### src/rtl/div_sched_if.sv
// div_sched_if: dispatch, CDB, divider and result signals of the divide scheduler.
// master = surrounding pipeline (dispatch stage, CDB, div_unit), slave = div_sched.
interface div_sched_if;
    // Pipeline kill
    logic        flush;

    // Dispatch port
    logic        disp_valid;
    logic [2:0]  disp_funct3;
    logic [5:0]  disp_tag;
    logic [31:0] disp_op1;
    logic [31:0] disp_op2;
    logic [5:0]  disp_op1_tag;
    logic [5:0]  disp_op2_tag;
    logic        disp_op1_rdy;
    logic        disp_op2_rdy;
    logic        full;

    // Common data bus snoop
    logic        cdb_valid;
    logic [5:0]  cdb_tag;
    logic [31:0] cdb_data;

    // Divider handshake
    logic        div_busy;
    logic [31:0] div_res;
    logic [5:0]  div_tag_out;
    logic        div_tag_out_valid;
    logic        div_queue_en;
    logic [31:0] div_op1;
    logic [31:0] div_op2;
    logic [2:0]  div_funct3;
    logic [5:0]  div_tag;
    logic        div_tag_valid;

    // Result towards the CDB arbiter
    logic        res_valid;
    logic [5:0]  res_tag;
    logic [31:0] res_data;

    modport master (
        output flush,
        output disp_valid, disp_funct3, disp_tag, disp_op1, disp_op2,
        output disp_op1_tag, disp_op2_tag, disp_op1_rdy, disp_op2_rdy,
        output cdb_valid, cdb_tag, cdb_data,
        output div_busy, div_res, div_tag_out, div_tag_out_valid,
        input  full,
        input  div_queue_en, div_op1, div_op2, div_funct3, div_tag, div_tag_valid,
        input  res_valid, res_tag, res_data
    );

    modport slave (
        input  flush,
        input  disp_valid, disp_funct3, disp_tag, disp_op1, disp_op2,
        input  disp_op1_tag, disp_op2_tag, disp_op1_rdy, disp_op2_rdy,
        input  cdb_valid, cdb_tag, cdb_data,
        input  div_busy, div_res, div_tag_out, div_tag_out_valid,
        output full,
        output div_queue_en, div_op1, div_op2, div_funct3, div_tag, div_tag_valid,
        output res_valid, res_tag, res_data
    );
endinterface

### src/rtl/div_sched.sv
// div_sched: shifting-queue scheduler in front of the multi-cycle divider.
// Holds up to DEPTH pending RV32M divide/remainder ops, snoops the CDB for
// missing operands, issues the oldest ready op whenever the divider is free,
// and forwards divider results unless the op was killed by a flush.
// Optional feature: define DIV_SCHED_BYPASS_EN to let a fully-ready dispatch
// into an empty, idle scheduler issue in its own cycle.
module div_sched #(
    parameter int DEPTH = 4
) (
    input logic        clk,
    input logic        rst,
    div_sched_if.slave bus
);
    localparam int CW = $clog2(DEPTH + 1);
    localparam int IW = $clog2(DEPTH);

    typedef struct packed {
        logic [2:0]  funct3;
        logic [5:0]  tag;
        logic [31:0] op1;
        logic [31:0] op2;
        logic [5:0]  op1_tag;
        logic [5:0]  op2_tag;
        logic        op1_rdy;
        logic        op2_rdy;
    } entry_t;

    typedef enum logic [1:0] {S_IDLE, S_BUSY, S_KILLED} state_t;

    entry_t        q   [DEPTH];
    entry_t        q_n [DEPTH];
    logic [CW-1:0] count;
    int            count_n;
    entry_t        d_entry;
    logic          full;
    logic          sel_found;
    logic [IW-1:0] sel_idx;
    logic          can_issue;
    logic          accept;
    logic          issue_q;
    logic          bypass_issue;
    logic          issue;
    state_t        state;
    state_t        state_n;
    logic          inflight;
    logic          killed;

    assign full     = (count == CW'(DEPTH));
    assign bus.full = full;

    // Incoming op with same-cycle CDB capture so a broadcast is never missed
    always_comb begin
        d_entry         = '0;
        d_entry.funct3  = bus.disp_funct3;
        d_entry.tag     = bus.disp_tag;
        d_entry.op1_tag = bus.disp_op1_tag;
        d_entry.op2_tag = bus.disp_op2_tag;
        d_entry.op1_rdy = bus.disp_op1_rdy || (bus.cdb_valid && bus.cdb_tag == bus.disp_op1_tag);
        d_entry.op2_rdy = bus.disp_op2_rdy || (bus.cdb_valid && bus.cdb_tag == bus.disp_op2_tag);
        d_entry.op1     = bus.disp_op1_rdy ? bus.disp_op1 : bus.cdb_data;
        d_entry.op2     = bus.disp_op2_rdy ? bus.disp_op2 : bus.cdb_data;
    end

    // Pick the oldest valid entry whose operands were both captured in an earlier cycle
    always_comb begin
        // NOTE: every signal written here gets a default first, so no path leaves it holding a value (no latch).
        sel_found = 1'b0;
        sel_idx   = '0;
        for (int i = 0; i < DEPTH; i++) begin
            if (!sel_found && i < int'(count) && q[i].op1_rdy && q[i].op2_rdy) begin
                sel_found = 1'b1;
                sel_idx   = IW'(i);
            end
        end
    end

    assign can_issue = !bus.flush && !inflight && !bus.div_busy;
    assign accept    = bus.disp_valid && !full && !bus.flush;
    assign issue_q   = can_issue && sel_found;

`ifdef DIV_SCHED_BYPASS_EN
    assign bypass_issue = accept && d_entry.op1_rdy && d_entry.op2_rdy && (count == '0) && can_issue;
`else
    assign bypass_issue = 1'b0;
`endif

    assign issue = issue_q || bypass_issue;

    // Next queue image: CDB wakeup, collapse over the issued slot, append the dispatch
    always_comb begin
        q_n     = q;
        count_n = int'(count);
        for (int i = 0; i < DEPTH; i++) begin
            if (bus.cdb_valid && !q_n[i].op1_rdy && q_n[i].op1_tag == bus.cdb_tag) begin
                q_n[i].op1     = bus.cdb_data;
                q_n[i].op1_rdy = 1'b1;
            end
            if (bus.cdb_valid && !q_n[i].op2_rdy && q_n[i].op2_tag == bus.cdb_tag) begin
                q_n[i].op2     = bus.cdb_data;
                q_n[i].op2_rdy = 1'b1;
            end
        end
        if (issue_q) begin
            for (int i = 0; i < DEPTH - 1; i++) begin
                if (i >= int'(sel_idx)) begin
                    q_n[i] = q_n[i + 1];
                end
            end
            count_n = count_n - 1;
        end
        if (accept && !bypass_issue) begin
            for (int i = 0; i < DEPTH; i++) begin
                if (i == count_n) begin
                    q_n[i] = d_entry;
                end
            end
            count_n = count_n + 1;
        end
        if (bus.flush) begin
            count_n = 0;
        end
    end

    // Queue payload storage
    // NOTE: slots are deliberately left out of reset; count alone says which slots hold live ops.
    always_ff @(posedge clk) begin
        q <= q_n;
    end

    // Occupancy counter
    always_ff @(posedge clk) begin
        // NOTE: state is updated with non-blocking assignments so every register samples pre-edge values.
        if (rst) begin
            count <= '0;
        end else begin
            count <= CW'(count_n);
        end
    end

    // Divider occupancy state register
    always_ff @(posedge clk) begin
        if (rst) begin
            state <= S_IDLE;
        end else begin
            state <= state_n;
        end
    end

    // Issue occupies the divider, a flush marks the in-flight op killed, its result frees the divider
    always_comb begin
        state_n = state;
        unique case (state)
            S_IDLE:   if (issue) state_n = S_BUSY;
            S_BUSY: begin
                if (bus.div_tag_out_valid) begin
                    state_n = S_IDLE;
                end else if (bus.flush) begin
                    state_n = S_KILLED;
                end
            end
            S_KILLED: if (bus.div_tag_out_valid) state_n = S_IDLE;
            default:  state_n = S_IDLE;
        endcase
    end

    // Issue port and result pass-through, zero when not active
    always_comb begin
        inflight          = (state != S_IDLE);
        killed            = (state == S_KILLED);
        bus.div_queue_en  = issue;
        bus.div_tag_valid = issue;
        bus.div_op1       = '0;
        bus.div_op2       = '0;
        bus.div_funct3    = '0;
        bus.div_tag       = '0;
        if (issue_q) begin
            bus.div_op1    = q[sel_idx].op1;
            bus.div_op2    = q[sel_idx].op2;
            bus.div_funct3 = q[sel_idx].funct3;
            bus.div_tag    = q[sel_idx].tag;
        end else if (bypass_issue) begin
            bus.div_op1    = d_entry.op1;
            bus.div_op2    = d_entry.op2;
            bus.div_funct3 = d_entry.funct3;
            bus.div_tag    = d_entry.tag;
        end
        bus.res_valid = bus.div_tag_out_valid && !killed;
        bus.res_tag   = bus.res_valid ? bus.div_tag_out : '0;
        bus.res_data  = bus.res_valid ? bus.div_res : '0;
    end
endmodule

### src/flat_wrapper.sv
// flat-port wrapper written by rule: the top's interface ports become plain ports
module div_sched_flat 
#(
    parameter int DEPTH = 4
)
  (clk, rst, bus_flush, bus_disp_valid, bus_disp_funct3, bus_disp_tag, bus_disp_op1, bus_disp_op2, bus_disp_op1_tag, bus_disp_op2_tag, bus_disp_op1_rdy, bus_disp_op2_rdy, bus_cdb_valid, bus_cdb_tag, bus_cdb_data, bus_div_busy, bus_div_res, bus_div_tag_out, bus_div_tag_out_valid, bus_full, bus_div_queue_en, bus_div_op1, bus_div_op2, bus_div_funct3, bus_div_tag, bus_div_tag_valid, bus_res_valid, bus_res_tag, bus_res_data);
  div_sched_if bus_i ();
  input logic clk;
  input logic rst;
  input wire logic [$bits(bus_i.flush)-1:0] bus_flush;
  input wire logic [$bits(bus_i.disp_valid)-1:0] bus_disp_valid;
  input wire logic [$bits(bus_i.disp_funct3)-1:0] bus_disp_funct3;
  input wire logic [$bits(bus_i.disp_tag)-1:0] bus_disp_tag;
  input wire logic [$bits(bus_i.disp_op1)-1:0] bus_disp_op1;
  input wire logic [$bits(bus_i.disp_op2)-1:0] bus_disp_op2;
  input wire logic [$bits(bus_i.disp_op1_tag)-1:0] bus_disp_op1_tag;
  input wire logic [$bits(bus_i.disp_op2_tag)-1:0] bus_disp_op2_tag;
  input wire logic [$bits(bus_i.disp_op1_rdy)-1:0] bus_disp_op1_rdy;
  input wire logic [$bits(bus_i.disp_op2_rdy)-1:0] bus_disp_op2_rdy;
  input wire logic [$bits(bus_i.cdb_valid)-1:0] bus_cdb_valid;
  input wire logic [$bits(bus_i.cdb_tag)-1:0] bus_cdb_tag;
  input wire logic [$bits(bus_i.cdb_data)-1:0] bus_cdb_data;
  input wire logic [$bits(bus_i.div_busy)-1:0] bus_div_busy;
  input wire logic [$bits(bus_i.div_res)-1:0] bus_div_res;
  input wire logic [$bits(bus_i.div_tag_out)-1:0] bus_div_tag_out;
  input wire logic [$bits(bus_i.div_tag_out_valid)-1:0] bus_div_tag_out_valid;
  output wire logic [$bits(bus_i.full)-1:0] bus_full;
  output wire logic [$bits(bus_i.div_queue_en)-1:0] bus_div_queue_en;
  output wire logic [$bits(bus_i.div_op1)-1:0] bus_div_op1;
  output wire logic [$bits(bus_i.div_op2)-1:0] bus_div_op2;
  output wire logic [$bits(bus_i.div_funct3)-1:0] bus_div_funct3;
  output wire logic [$bits(bus_i.div_tag)-1:0] bus_div_tag;
  output wire logic [$bits(bus_i.div_tag_valid)-1:0] bus_div_tag_valid;
  output wire logic [$bits(bus_i.res_valid)-1:0] bus_res_valid;
  output wire logic [$bits(bus_i.res_tag)-1:0] bus_res_tag;
  output wire logic [$bits(bus_i.res_data)-1:0] bus_res_data;
  assign bus_i.flush = bus_flush;
  assign bus_i.disp_valid = bus_disp_valid;
  assign bus_i.disp_funct3 = bus_disp_funct3;
  assign bus_i.disp_tag = bus_disp_tag;
  assign bus_i.disp_op1 = bus_disp_op1;
  assign bus_i.disp_op2 = bus_disp_op2;
  assign bus_i.disp_op1_tag = bus_disp_op1_tag;
  assign bus_i.disp_op2_tag = bus_disp_op2_tag;
  assign bus_i.disp_op1_rdy = bus_disp_op1_rdy;
  assign bus_i.disp_op2_rdy = bus_disp_op2_rdy;
  assign bus_i.cdb_valid = bus_cdb_valid;
  assign bus_i.cdb_tag = bus_cdb_tag;
  assign bus_i.cdb_data = bus_cdb_data;
  assign bus_i.div_busy = bus_div_busy;
  assign bus_i.div_res = bus_div_res;
  assign bus_i.div_tag_out = bus_div_tag_out;
  assign bus_i.div_tag_out_valid = bus_div_tag_out_valid;
  assign bus_full = bus_i.full;
  assign bus_div_queue_en = bus_i.div_queue_en;
  assign bus_div_op1 = bus_i.div_op1;
  assign bus_div_op2 = bus_i.div_op2;
  assign bus_div_funct3 = bus_i.div_funct3;
  assign bus_div_tag = bus_i.div_tag;
  assign bus_div_tag_valid = bus_i.div_tag_valid;
  assign bus_res_valid = bus_i.res_valid;
  assign bus_res_tag = bus_i.res_tag;
  assign bus_res_data = bus_i.res_data;
  div_sched #(.DEPTH(DEPTH)) u_core (.clk(clk), .rst(rst), .bus(bus_i));
endmodule
### config.mk
export PLATFORM = sky130hd
export DESIGN_NAME = div_sched_flat
export DESIGN_NICKNAME = d
export VERILOG_FILES = /design/src/rtl/div_sched_if.sv /design/src/rtl/div_sched.sv /design/src/flat_wrapper.sv
export SDC_FILE = /design/constraint.sdc
export NUM_CORES = 1
export LEC_CHECK = 0
export CAP_MARGIN = 10
export CORE_MARGIN = 2
export CORE_UTILIZATION = 45
export DETAILED_ROUTE_END_ITERATION = 12
export PLACE_DENSITY = 0.68
export SLEW_MARGIN = 20
export SYNTH_ARGS = -nofsm -noshare
export SYNTH_HDL_FRONTEND = slang
export SYNTH_SLANG_ARGS = --single-unit
### constraint.sdc
create_clock -name clk -period 3.7 [get_ports clk]
set_input_delay 0.37 -clock clk [delete_from_list [all_inputs] [get_ports clk]]
set_output_delay 0.37 -clock clk [all_outputs]
set_load 0.02 [all_outputs]
; Word level (Yosys, flattened, before mapping)
; Cells that the tools add are included.
[op_classes]
n_div = 0
n_reduce_logical = 59
shifts = 0
addsub = 2
mul = 0
n_lt_le_gt_ge = 8
n_bitwise = 1
muxes = 50
eq_ne = 19
[op_table]
columns = cell, count
row1 = two-way mux 87 bit, 9
row2 = two-way mux 32 bit, 14
row3 = two-way mux 348 bit, 1
row4 = two-way mux 261 bit, 1
row5 = binary-select mux 87 bit (select 2 bit), 1
row6 = "equality test 3 x 32 -> 1 bit, first input constant", 2
row7 = equality test 6 bit, 10
row8 = logical AND 1 bit, 35
row9 = "equality test 2 x 32 -> 1 bit, first input constant", 1
row10 = logical NOT 32 bit, 1
row11 = logical NOT 1 bit, 16
row12 = two-way mux 1 bit, 13
row13 = two-way mux 2 bit, 6
row14 = two-way mux 6 bit, 2
row15 = "< comparator 1 x 3 -> 1 bit, first input constant", 2
row16 = "< comparator 2 x 3 -> 1 bit, first input constant", 2
row17 = two-way mux 3 bit, 2
row18 = one-hot mux 2 bit (3 select lines), 1
row19 = ">= comparator 1 x 2 -> 1 bit, first input constant", 2
row20 = "!= test 2 bit, second input constant", 2
row21 = "subtractor 3 x 1 -> 4 bit, second input constant", 1
row22 = "adder 3 x 2 -> 3 bit, second input constant", 1
row23 = "equality test 3 bit, second input constant", 1
row24 = ">= comparator 3 bit, second input constant", 1
row25 = other kinds (11), 12
[totals]
inputBits = 170
mem_bits_rw = 0
word_cells = 173
rom_bits = 0
reg_bits = 353
out_inout_bits = 115
mem_count = 0
latch_bits = 0

; Depth between registers and ports, before layout
[logic_depth]
word_depth = 24
depth_mapped = 14

; Least setup slack after synthesis
; No wires, ideal clock.
[synth_path]
kind = register to register
start = register u_core.count[0]
end = register u_core.q[17] (netlist name)
t_arrival_ns = 3.080
synth_period_minus_slack_ns = 3.138
path_stages_with_launch = 13
required_time_ns = 3.642
path_slack_ns = 0.562
cell_sequence = dfxtp_1 > o311ai_2 > o211ai_2 > o21ai_0 > mux2_2 > inv_1 > ha_1 > and2_1 > and2_1 > buf_6 > mux2i_1 > buf_2 > o21a_1
[synth_rtl]
columns = item, line_no
row1 = start: declaration, div_sched.sv:32  ; logic [CW-1:0] count;
row2 = start signal: assignment, div_sched.sv:136  ; count <= CW'(count_n);
row3 = end signal: assignment, div_sched.sv:127  ; q <= q_n;
row4 = end: declaration, div_sched.sv:30  ; entry_t q [DEPTH];

; Final worst setup path
[layout_path]
start = register u_core.count[0]
end = output bus_div_op2[31]
[layout_between]
elab_chain_cells = 24
word_cells_on_any_way = 31
classes_between = order compare: 4 / mux: 11 / bitwise: 1 / reduce/logical: 15
[layout_rtl]
columns = item, line_no
row1 = < comparator 1 x 3 -> 1 bit, div_sched.sv:70  ; if (!sel_found && i < int'(count) && q[i].op1_rdy && q[i].op2_rdy) begin
row2 = logical AND 1 bit (2 in a row), div_sched.sv:70
row3 = two-way mux 1 bit, div_sched.sv:70
row4 = logical NOT 1 bit, div_sched.sv:70
row5 = logical AND 1 bit (3 in a row), div_sched.sv:70
row6 = two-way mux 1 bit, div_sched.sv:70
row7 = logical NOT 1 bit, div_sched.sv:70
row8 = logical AND 1 bit (3 in a row), div_sched.sv:70
row9 = two-way mux 1 bit, div_sched.sv:70
row10 = logical NOT 1 bit, div_sched.sv:70
row11 = logical AND 1 bit (3 in a row), div_sched.sv:70
row12 = two-way mux 2 bit, div_sched.sv:70
row13 = inverter 2 -> 3 bit (implied by the code), div_sched.sv:178  ; bus.div_op2 = q[sel_idx].op2;
row14 = binary-select mux 87 bit (select 2 bit), div_sched.sv:178
row15 = two-way mux 87 bit (2 in a row), --
row16 = two-way mux 32 bit *, div_sched.sv:176  ; if (issue_q) begin
row17 = end: declaration, flat_wrapper.sv:30  ; output wire logic [$bits(bus_i.div_op2)-1:0] bus_div_op2;
; Every way passes the cells marked *; elsewhere a longest branch is shown, timed or not. The select of a mux whose other input is x is not followed.

==> impl_results.html <==
<table>
<tr><th>Metric</th><th>Value</th></tr>
<tr><th colspan="2">Status</th></tr>
<tr><td>Run status</td><td>completed</td></tr>
<tr><th colspan="2">Layout</th></tr>
<tr><td>Filler instances</td><td>~3,600</td></tr>
<tr><td>Fraction of layout instances using a drive strength above 1</td><td>0.1122</td></tr>
<tr><td>Count of placed standard cells in the final layout, fillers left out</td><td>around 2,800</td></tr>
<tr><td># nets final</td><td>around 2,400</td></tr>
<tr><td>Post-route core utilization</td><td>0.5729</td></tr>
<tr><td>Layout Area Growth over Synthesis</td><td>25.95%</td></tr>
<tr><td>Area taken by multi-input logic gates</td><td>10,940 µm²</td></tr>
<tr><td>Sequential Area</td><td>around 7300 µm²</td></tr>
<tr><th colspan="2">Clocking</th></tr>
<tr><td>Cts bufs inserted</td><td>39</td></tr>
<tr><td>Clk slew on worst S/H paths</td><td>~0.060 ns</td></tr>
<tr><td>Clock Root Buffer</td><td>clkbuf_16</td></tr>
<tr><td>Number of hold-repair buffers added at the cts stage</td><td>0</td></tr>
<tr><td>Max Buffers Root-to-Sink</td><td>3</td></tr>
<tr><td>Clock tree from TritonCTS</td><td>built</td></tr>
<tr><td>Count of H-tree levels built during CTS</td><td>2</td></tr>
<tr><td>CTS Sinks</td><td>about 350</td></tr>
<tr><td>Worst-Skew Late Latency</td><td>0.57 ns</td></tr>
<tr><th colspan="2">Worst hold path</th></tr>
<tr><td>Type of the worst min-delay path</td><td>input port to flop</td></tr>
<tr><td>HP Start</td><td>bus_div_tag_out_valid</td></tr>
<tr><td>Min-Delay Path Depth</td><td>2</td></tr>
<tr><td>Hold worst-path end</td><td>u_core.state[1]$_SDFFE_PP0P_</td></tr>
<tr><th colspan="2">Power</th></tr>
<tr><td>Power per unit of standard cell area</td><td>583.9 nW/µm²</td></tr>
<tr><td>Total leakage power</td><td>approximately 10 nW</td></tr>
<tr><td>Peak supply drop</td><td>approximately 340 µV</td></tr>
<tr><th colspan="2">Timing</th></tr>
<tr><td>Fin. max-slew vios</td><td>0</td></tr>
<tr><td>Setup TNS after final layout</td><td>0 ns</td></tr>
<tr><td>Post-layout min period</td><td>approximately 3.6 ns</td></tr>
<tr><td>Share of the cycle needed by the critical path after routing</td><td>0.9705</td></tr>
<tr><td>Tightest Pin Transition</td><td>around 1.1 ns</td></tr>
<tr><td>Hold violation count in the final report</td><td>0</td></tr>
<tr><td>Headroom to the max-slew limit</td><td>0.2511</td></tr>
<tr><td>Endpoints failing setup</td><td>0</td></tr>
<tr><td>Max Clock Skew</td><td>0.01838 ns</td></tr>
<tr><td>WHS</td><td>roughly 0.41 ns</td></tr>
<tr><td>Setup repair after global routing missed its margin</td><td>no</td></tr>
<tr><td>Highest achievable clock rate</td><td>around 280 MHz</td></tr>
<tr><th colspan="2">Critical path</th></tr>
<tr><td>FF-to-FF End</td><td>u_core.q[71]$_DFF_P_</td></tr>
<tr><td>Crit. path cell count</td><td>8</td></tr>
<tr><td>Cell with the biggest individual delay on the critical path</td><td>clkdlybuf4s50_1</td></tr>
<tr><td>Data arrival, critical path</td><td>around 3.2 ns</td></tr>
<tr><td>WS Path Type</td><td>flop to output port</td></tr>
<tr><td>Critical Path Start Type</td><td>flop</td></tr>
<tr><td>Cells along the critical path</td><td>a21oi_1 &gt; o21ai_1 &gt; nand2_1 &gt; nand2_8 &gt; buf_4 &gt; mux4_2 &gt; and2_1 &gt; clkdlybuf4s50_1</td></tr>
<tr><td>Register-to-register setup slack</td><td>a little under 0.4 ns</td></tr>
<tr><td>Worst reg2reg path depth</td><td>11</td></tr>
<tr><td>CP bufs+invs</td><td>2</td></tr>
<tr><td>Maximum cell stage delay along the critical path</td><td>0.56 ns</td></tr>
<tr><td>Critical Path RT</td><td>3.33 ns</td></tr>
<tr><td>Worst-path maximum fanout</td><td>8</td></tr>
<tr><td>Worst reg2reg startpoint</td><td>u_core.count[0]$_SDFF_PP0_</td></tr>
<tr><td>Dominant delay contributor by cell family on the critical path</td><td>buffers and inverters</td></tr>
<tr><td>Element type at the critical path end</td><td>output port</td></tr>
<tr><th colspan="2">Logic synthesis</th></tr>
<tr><td>Sequential-to-total area share from yosys stat</td><td>0.3831</td></tr>
<tr><td>FFs w/ async S/R, synth</td><td>0</td></tr>
<tr><td>Largest family of logic cells by synthesized area</td><td>compound AO/OA/AOI/OAI gates</td></tr>
<tr><td>Compound-gate portion of the synthesized area</td><td>0.2350</td></tr>
<tr><td>Leading cell types by total area after synthesis</td><td>dfxtp_1 35%, mux2i_1 13%, o221ai_1 5.9%, o22ai_1 5.6%, o221a_1 5.6%</td></tr>
<tr><td>Summed instance area of the synthesized netlist</td><td>about 19,000 µm²</td></tr>
<tr><td>Warnings, synthesis</td><td>0</td></tr>
<tr><td>Portion of synthesized cell area occupied by the leading cell type</td><td>0.3499</td></tr>
<tr><td>Cell taking the most area after synthesis</td><td>dfxtp_1</td></tr>
<tr><td>Proportion of synthesized area in mux cells</td><td>0.1659</td></tr>
<tr><td>Synth cell types</td><td>61</td></tr>
<tr><td>Most common library cells after synthesis</td><td>332 x dfxtp_1, 238 x mux2i_1, 170 x o22ai_1</td></tr>
<tr><td>Top flip-flop cell by instance count after synthesis</td><td>dfxtp_1</td></tr>
<tr><td>Count leader, synth</td><td>dfxtp_1</td></tr>
<tr><td>Simple-gate share of the synthesized area</td><td>0.1335</td></tr>
<tr><td>EDFF count, synth</td><td>21</td></tr>
<tr><td>Synth Area in Adders</td><td>0.003953</td></tr>
<tr><td>Avg Inst Size Synth</td><td>between 9 and 10 µm²</td></tr>
<tr><td>Mapped Cells</td><td>roughly 2,000</td></tr>
<tr><td>FF+latch count, synth</td><td>around 350</td></tr>
<tr><td>Nets in the synthesized netlist</td><td>around 2,200</td></tr>
<tr><td>Post-synthesis xor/xnor area fraction</td><td>0.02859</td></tr>
<tr><th colspan="2">Drt</th></tr>
<tr><td>Routed wire length per instance</td><td>~26 µm</td></tr>
<tr><td>DRT Pass-1 Iters</td><td>7</td></tr>
<tr><td>Number of antenna-violating nets in the routed design</td><td>0</td></tr>
<tr><td>Average via count per standard cell</td><td>roughly 6.5</td></tr>
<tr><td>Detailed Route Iter0 Violations</td><td>~1,800</td></tr>
<tr><td>Aggregate routed wire length</td><td>approximately 71,000 µm</td></tr>
<tr><td>Via count</td><td>approximately 18,000</td></tr>
<tr><td>Number of DRC violations after detailed routing</td><td>0</td></tr>
<tr><th colspan="2">Placed design</th></tr>
<tr><td>Weighted congestion at the end of routability-driven global placement</td><td>about 0.87</td></tr>
<tr><td>HPWL reported at the end of detailed placement</td><td>between 40,000 and 50,000 µm</td></tr>
<tr><td>Dpl cells</td><td>approximately 2,700</td></tr>
<tr><td>Number of input and output port buffers inserted</td><td>between 200 and 300</td></tr>
<tr><th colspan="2">Floorplanning</th></tr>
<tr><td>Std-Cell Rows</td><td>75</td></tr>
<tr><td>I/O pins</td><td>about 290</td></tr>
<tr><td>Core footprint</td><td>41,760 µm²</td></tr>
<tr><td>Effective utilization at floorplan</td><td>0.4548</td></tr>
<tr><td>Overall die width</td><td>around 210 µm</td></tr>
<tr><td>Overall die area</td><td>approximately 44,000 µm²</td></tr>
<tr><td>Die H</td><td>209.4 µm</td></tr>
<tr><th colspan="2">GRT</th></tr>
<tr><td>Number of global-route vias before repair</td><td>18,080</td></tr>
<tr><td>Tot GR Track Use</td><td>0.3107</td></tr>
<tr><td>Antenna violations before repair</td><td>3</td></tr>
<tr><td>Wire length of the first global-routing pass</td><td>around 110,000 µm</td></tr>
<tr><td>Pin count of the biggest net entering global routing</td><td>between 70 and 80</td></tr>
<tr><td>Total grt overflow</td><td>0</td></tr>
<tr><th colspan="2">Run</th></tr>
<tr><td>Max-cap violation count</td><td>0</td></tr>
</table>
what timing repair did:
item,4_1_cts,5_1_grt
gates resized for setup,4,9
gates cloned,0,2
endpoints found under the setup margin,67,39
pin swaps,1,1
setup buffers,2,0
power breakdown:
| group | internal [W] | switching [W] |
|---|---|---|
| Combinational | 0.00207 | 0.00158 |
| Clock | 0.00231 | 0.00168 |
| Sequential | 0.00525 | 0.00109 |
layer usage:
metal  global-route usage  wire, µm
met1               0.4083     29760
met2               0.5075     33210
met3              0.05192      5865
met4               0.1298      2207
met5                    0         0
placed cells by master, fill, tap and decap left out, types with 4 or more instances in the layout:
cell type,instances
dfxtp_1,331
nor4_1,4
nand3_1,8
nand2_1,167
xor2_1,12
edfxtp_1,21
mux2i_4,4
and3_1,40
or2_2,32
buf_4,65
a21oi_1,17
clkbuf_16,41
clkdlybuf4s50_1,277
clkbuf_1,9
xnor2_1,50
o221a_1,94
inv_1,7
dlymetal6s2s_1,4
ha_1,6
buf_12,13
mux4_2,31
o221ai_1,128
nand4_1,8
nand2b_1,66
o21a_1,33
o21ai_0,14
clkinv_2,9
clkbuf_8,7
o21ai_2,6
nor3_1,8
mux2i_1,235
nor2_1,129
nor2b_1,7
o22a_1,32
o22ai_1,170
and2_1,36
a31oi_1,42
through the flow:
| step | setup WS [ns] | power (W) | area (µm²) |
|---|---|---|---|
| final | 0.1090 | 0.01397 | 23920 |
| after detailed placement | 0.3138 | 0.009893 | 22520 |
| after global placement | 0.3614 | 0.009689 | 22520 |
| after CTS | 0.04295 | 0.01387 | 23830 |
| after floorplan | 0.5618 | 0.008764 | 18990 |
| after global routing | 0.01212 | 0.01460 | 23920 |
state kept, by name, summed over array words and instances, names as in the netlist:
register	count
u_core.count	3
u_core.q	348
u_core.state	2
area by class of cell:
cell class,instances,area share
clock inverter,17,0.007374
multi-input combinational,1429,0.4573
timing repair buffer,368,0.1552
clock buffer,55,0.04623
antenna,3,0.0003138
sequential,353,0.3042
tap,539,0.02819
inverter,7,0.001098
kinds of logic (layout without fill, tap and decap cells):
logic type | Yosys count | after routing
flops | 353 | 353
xor+xnor | 62 | 62
simple gates | 524 | 524
buf+inv | 226 | 447
other cells | 0 | 3
mux | 274 | 274
fa+ha+maj | 6 | 6
compound gates | 563 | 563
how the worst max path moves through the flow:
stage	start	endpoint	slack (ns)
after global placement	bus_flush	bus_div_op1[28]	0.36
after floorplan	u_core.count[0]$_SDFF_PP0_	u_core.q[17]$_DFF_P_	0.56
after detailed placement	bus_flush	bus_div_op1[28]	0.31
after CTS	u_core.q[262]$_DFF_P_	bus_div_op2[25]	0.04
final	u_core.count[0]$_SDFF_PP0_	bus_div_op2[31]	0.11
after global routing	u_core.count[0]$_SDFF_PP0_	bus_div_op1[14]	0.01
Note: power is estimated with default switching activity, not from simulation.
